[config.mk]
export PLATFORM = sky130hd
export DESIGN_NAME = mux_nw_rr_pipe
export DESIGN_NICKNAME = d
export VERILOG_FILES = /design/src/rtl/mux_pkg.sv /design/src/rtl/rr_arbiter.sv /design/src/rtl/mux_nw_rr_pipe.sv
export SDC_FILE = /design/constraint.sdc
export NUM_CORES = 1
export LEC_CHECK = 0
export BUFFER_PORTS_ARGS = -buffer_cell sky130_fd_sc_hd__buf_2
export CORE_AREA = 8 8 125 127
export CTS_CLUSTER_SIZE = 25
export DETAILED_ROUTE_END_ITERATION = 12
export DIE_AREA = 0 0 133 135
export GPL_ROUTABILITY_DRIVEN = 0
export PLACE_DENSITY = 0.91
export SYNTH_ARGS = -nofsm -noshare
export SYNTH_HDL_FRONTEND = slang
export SYNTH_SLANG_ARGS = --single-unit
[constraint.sdc]
create_clock -name clk -period 3.69 [get_ports clk]
set_clock_uncertainty 0.2 [all_clocks]
set_input_delay 0.1845 -clock clk [delete_from_list [all_inputs] [get_ports clk]]
set_output_delay 0.1845 -clock clk [all_outputs]
set_load 0.02 [all_outputs]
[src/rtl/mux_pkg.sv]
// Shared definitions for the N-input registered selector.
//   MODE_SEL / MODE_RR : values of the mode input.
//   sel_w()            : width of a channel index for a given channel count.
package mux_pkg;

  localparam logic MODE_SEL = 1'b0;
  localparam logic MODE_RR  = 1'b1;

  // A 1-channel mux still needs a 1-bit index port.
  function automatic int sel_w(input int n);
    return (n <= 1) ? 1 : $clog2(n);
  endfunction

endpackage

[src/rtl/rr_arbiter.sv]
// Rotating-priority arbiter. The search starts at ptr and wraps modulo NUM_IN,
// so the requester at ptr has highest priority and the one at ptr-1 has the lowest.
//   req       : per-channel request
//   ptr       : index with highest priority this cycle (must be < NUM_IN)
//   grant     : one-hot grant, zero when nothing requests
//   grant_idx : index of the granted channel (0 when no grant)
module rr_arbiter
  import mux_pkg::*;
#(
  parameter int NUM_IN = 4,
  parameter int SEL_W  = sel_w(NUM_IN)
) (
  input  logic [NUM_IN-1:0] req,
  input  logic [SEL_W-1:0]  ptr,
  output logic [NUM_IN-1:0] grant,
  output logic [SEL_W-1:0]  grant_idx
);

  logic [2*NUM_IN-1:0] req_dbl;
  logic [NUM_IN-1:0]   req_rot;
  logic [SEL_W:0]      idx_sum;
  logic                found;

  // Rotate requests so that bit 0 corresponds to channel ptr.
  assign req_dbl = {req, req};
  assign req_rot = NUM_IN'(req_dbl >> ptr);

  always_comb begin
    found     = 1'b0;
    idx_sum   = '0;
    grant_idx = '0;
    for (int i = 0; i < NUM_IN; i++) begin
      if (!found && req_rot[i]) begin
        found   = 1'b1;
        idx_sum = {1'b0, ptr} + (SEL_W+1)'(i);
        if (int'(idx_sum) >= NUM_IN)
          idx_sum = idx_sum - (SEL_W+1)'(NUM_IN);
        grant_idx = idx_sum[SEL_W-1:0];
      end
    end
  end

  always_comb begin
    grant = '0;
    for (int k = 0; k < NUM_IN; k++)
      grant[k] = found && (int'(grant_idx) == k);
  end

endmodule

[src/rtl/mux_nw_rr_pipe.sv]
// N-input, WIDTH-bit selector with a single registered output stage.
// mode=MODE_SEL picks channel sel; mode=MODE_RR arbitrates round-robin.
//   clk, reset          : clock, synchronous active-high reset
//   mode, sel           : selection mode and explicit channel index
//   in_valid, in_ready  : per-channel handshake (in_ready one-hot or zero)
//   in_data             : channel k at [k*WIDTH +: WIDTH]
//   out_valid, out_ready: output handshake
//   out_data, out_src   : registered data and the channel it came from
module mux_nw_rr_pipe
  import mux_pkg::*;
#(
  parameter int WIDTH  = 64,
  parameter int NUM_IN = 4,
  parameter int SEL_W  = sel_w(NUM_IN)
) (
  input  logic                    clk,
  input  logic                    reset,
  input  logic                    mode,
  input  logic [SEL_W-1:0]        sel,
  input  logic [NUM_IN-1:0]       in_valid,
  input  logic [NUM_IN*WIDTH-1:0] in_data,
  output logic [NUM_IN-1:0]       in_ready,
  output logic                    out_valid,
  input  logic                    out_ready,
  output logic [WIDTH-1:0]        out_data,
  output logic [SEL_W-1:0]        out_src
);

  localparam int STAGES = 1;

  logic [NUM_IN-1:0][WIDTH-1:0] lanes;
  logic [NUM_IN-1:0][WIDTH-1:0] lanes_masked;
  logic [NUM_IN-1:0]            sel_grant;
  logic [NUM_IN-1:0]            rr_grant;
  logic [NUM_IN-1:0]            grant;
  logic [SEL_W-1:0]             rr_idx;
  logic [SEL_W-1:0]             src_idx;
  logic [SEL_W-1:0]             ptr;
  logic [WIDTH-1:0]             mux_data;
  logic                         can_load;
  // vld_pipe[0] is the accept strobe, vld_pipe[STAGES] the output register valid.
  logic [STAGES:0]              vld_pipe;

  assign lanes = in_data;

  // Explicit select; an out-of-range sel matches no channel and grants nothing.
  always_comb begin
    sel_grant = '0;
    for (int k = 0; k < NUM_IN; k++)
      sel_grant[k] = in_valid[k] && (int'(sel) == k);
  end

  rr_arbiter #(
    .NUM_IN (NUM_IN),
    .SEL_W  (SEL_W)
  ) u_arb (
    .req       (in_valid),
    .ptr       (ptr),
    .grant     (rr_grant),
    .grant_idx (rr_idx)
  );

  assign grant   = (mode == MODE_RR) ? rr_grant : sel_grant;
  assign src_idx = (mode == MODE_RR) ? rr_idx   : sel;

  assign can_load = !vld_pipe[STAGES] || out_ready;
  // Held low during reset so nothing looks accepted on an edge that reset discards.
  assign in_ready = (can_load && !reset) ? grant : '0;

  assign vld_pipe[0] = |in_ready;

  // AND-OR one-hot select: ungranted lanes are forced to zero, so their
  // contents (including X) never reach out_data.
  genvar g;
  generate
    for (g = 0; g < NUM_IN; g++) begin : g_mask
      assign lanes_masked[g] = lanes[g] & {WIDTH{grant[g]}};
    end
  endgenerate

  always_comb begin
    mux_data = '0;
    for (int k = 0; k < NUM_IN; k++)
      mux_data = mux_data | lanes_masked[k];
  end

  always_ff @(posedge clk) begin
    if (reset) begin
      vld_pipe[STAGES] <= 1'b0;
      out_data         <= '0;
      out_src          <= '0;
      ptr              <= '0;
    end else if (vld_pipe[0]) begin
      vld_pipe[STAGES] <= 1'b1;
      out_data         <= mux_data;
      out_src          <= src_idx;
      if (mode == MODE_RR)
        ptr <= (int'(src_idx) == NUM_IN-1) ? '0 : src_idx + SEL_W'(1);
    end else if (out_ready) begin
      // Drained with nothing to replace it.
      vld_pipe[STAGES] <= 1'b0;
    end
  end

  assign out_valid = vld_pipe[STAGES];

endmodule

==> impl_metrics.toml <==
[outcome]
run_status = "finished clean"

[die]
dieWidth_um = 133
placeableCoreArea_um2 = 13610
num_rows = 43
effective_utilization_at_floorplan_pct = 45.97
floorplan.die.height_um = 135
io_pins = 337
design.die.area_um2 = 17960

[clock_tree]
clkTransAtPathRegs_ps = 60
tritoncts.num_buffers = 9
htree_levels = 3
post_cts_resize_count = 0
clk_root_buffer_cell = "sky130_fd_sc_hd__clkbuf_16"
tritoncts_clock_tree = "done"
hold_buffers = 0
clock_tree.buffer_depth = 2
clkSinkCount = 69
cts_setup_buffers = 0
worst_skew_pair.late_latency_ps = 330

[route]
drt_iter0_drc = 542
finalWirelength_um = 24040
final_antenna_net_count = 0
residual_drc_count = 0
routed_wire_length_per_instance_um = 21.47
dr.pass1.iters = 5
num_vias = 7223
vias_per_cell = 6.449

[placement]
detailed_place_hpwl_um = 17660
portBuffers = 336

[synth]
synth_top_cells_by_count = "sky130_fd_sc_hd__mux2i_1, sky130_fd_sc_hd__nor2_1, sky130_fd_sc_hd__dfxtp_1"
ys.warnings.count = 0
yosysTopAreaCellShare_pct = 22.08
yosys.cell_count.top_type = "sky130_fd_sc_hd__mux2i_1"
synth.avg_cell_area_um2 = 9.612
asyncSetResetFlopFracSynth_pct = 0
synth-seq-cells = 69
synthesis.instances = 651
synth_enable_flop_cells = 0
synth_sequential_area_ratio_pct = 22.08
post_synth_main_area_contributors = "sky130_fd_sc_hd__dfxtp_1, sky130_fd_sc_hd__mux2i_1, sky130_fd_sc_hd__a211oi_2"
main_synth_ff_type = "sky130_fd_sc_hd__dfxtp_1"
synthDistinctLibCells = 37
synthesis.nets = 917
synth_area_um2 = 6257
synthDominantAreaCellType = "sky130_fd_sc_hd__dfxtp_1"

[sta]
finalMaxSlewViolations = 0
fin_crit_sh_pct = 77.55
final_hold_viol_count = 0
worst_margin_slew_ps = 1075
finalCriticalPeriod_ps = 2862
hold-worst-slack_ps = 22.67
maxClockFrequency_mhz = 349.5
setup_viol = 0
rsz0062_at_grt = "false"
max_slew_margin_pct = 28.20
timing.setup.tns_ps = 0

[job]
drv_cap = 0

[critical_path]
crit_slowest_cell = "sky130_fd_sc_hd__dfxtp_1"
crit_path_cell_trace = "mux2_1 > a32oi_2 > nand3_2 > buf_4 > nor2_1 > o21a_1 > buf_2"
critical_path.reg2reg.startpoint = "ptr[1]"
crit_path_end_kind = "output pin"
worst-r2r-cell-count = 7
critPathMaxFanout = 66
worst_ep_arrival_time_ps = 2480
critPathKind = "reg -> out"
worstSetupStartpoint = "ptr[1]"
critical-path-max-stage-delay_ps = 480
worstPathRequired_ps = 3310
worst_setup_path_start_kind = "flop"

[grt]
grt_pass1_vias = 7208
total_grt_usage_pct = 24.89
grt_antenna_before_repair = 2
grt_first_pass_wirelength_um = 36830
pin_count_of_the_biggest_net_entering_global_routing = 67
globalRoute.totalOverflow = 0

[worst_hold_path]
min_from = "out_ready"
worst_hold_path_type = "in -> reg"
worst_hold_path_cell_count = 3

[finish]
area_growth_pct = 32.35
finalCoreUtilization_pct = 60.84
design.final.nets = 1200
final_layout_size_suffix_gt1_share_pct = 52.35

[pwr]
power_density_nw_per_um2 = 349.1
total_leakage_power_uw = 0.004004
peakVddDrop_uv = 178.0
==> per-stage QoR <==
step,instances,power [µW],instance area (µm²),setup WS [ps]
finish,1120,2891,8282,828.4
CTS,1118,2906,8277,836.1
global placement,1103,2041,7998,1025
global route,1120,3040,8282,721.1
floorplan,651,1685,6257,1480
detailed placement,1103,2072,7998,912.6
==> registers in the layout, summed over array words and instances (netlist names) <==
register and flops:
out_valid 1, out_data 64, ptr 2, out_src 2
==> cell usage in the layout, fill, tap and decap left out, types with 2 or more instances in the layout <==
| master | instances |
|---|---|
| sky130_fd_sc_hd__a22o_1 | 64 |
| sky130_fd_sc_hd__a21o_1 | 2 |
| sky130_fd_sc_hd__a21oi_1 | 4 |
| sky130_fd_sc_hd__clkbuf_1 | 2 |
| sky130_fd_sc_hd__o221a_2 | 56 |
| sky130_fd_sc_hd__nor2_1 | 74 |
| sky130_fd_sc_hd__nand2b_1 | 5 |
| sky130_fd_sc_hd__a221oi_1 | 64 |
| sky130_fd_sc_hd__nand2_1 | 4 |
| sky130_fd_sc_hd__buf_12 | 4 |
| sky130_fd_sc_hd__nor3_2 | 3 |
| sky130_fd_sc_hd__dfxtp_1 | 69 |
| sky130_fd_sc_hd__inv_1 | 3 |
| sky130_fd_sc_hd__clkbuf_8 | 3 |
| sky130_fd_sc_hd__a211oi_2 | 60 |
| sky130_fd_sc_hd__clkbuf_16 | 9 |
| sky130_fd_sc_hd__a211oi_1 | 5 |
| sky130_fd_sc_hd__mux2i_1 | 129 |
| sky130_fd_sc_hd__diode_2 | 2 |
| sky130_fd_sc_hd__o221a_1 | 8 |
| sky130_fd_sc_hd__buf_4 | 14 |
| sky130_fd_sc_hd__buf_2 | 335 |
==> cell families after synthesis <==
family	after synthesis	synth area share, %
buf+inv	84	6.519
xor+xnor	1	0.1400
simple gates	92	6.099
flops	69	22.08
compound gates	275	44.35
mux	130	20.82
==> report_power, final <==
group / switching [µW] / leakage (µW) / internal, µW
logic: 664 / 0.00330 / 533
clock network: 315 / 0.000139 / 506
registers: 45.2 / 0.000568 / 828
total: 1020 / 0.00400 / 1870
==> final cells by class <==
class	count	area, µm²
Antenna cell	2	5.005
Clock buffer	14	274.0
Inverter	3	11.26
Tap cell	180	225.2
Timing Repair Buffer	353	1862
Multi-Input combinational cell	498	4518
Clock inverter	1	5.005
Sequential cell	69	1381
Fill cell	1170	5330
==> worst paths after layout <==
path,end,slack (ps)
worst max-delay path,in_ready[3],830
worst min register to register,out_data[53],300
worst min-delay path,out_valid,20
worst max register to register,out_data[26],880
==> per-layer routing <==
layer  vias up  GRT usage, %  wire [µm]  share of wire [%]
met2       441         43.59      11800                 49
met1      3403         26.54       8821                 37
met3        95         7.207       2394                 10
li1       3284             -          -                  -
met4         0         13.56       1030                4.3
met5         -             0          0                  0
==> critical path: cells and delay by family (launching register included) <==
| family | cells | cell delay (ps) |
|---|---|---|
| buffers and inverters | 2 | 560 |
| DFF | 1 | 480 |
| AOI/OAI and AO/OA | 2 | 400 |
| muxes | 1 | 370 |
| and+or+nand+nor | 2 | 340 |
Note: power is estimated with default switching activity, not from simulation.
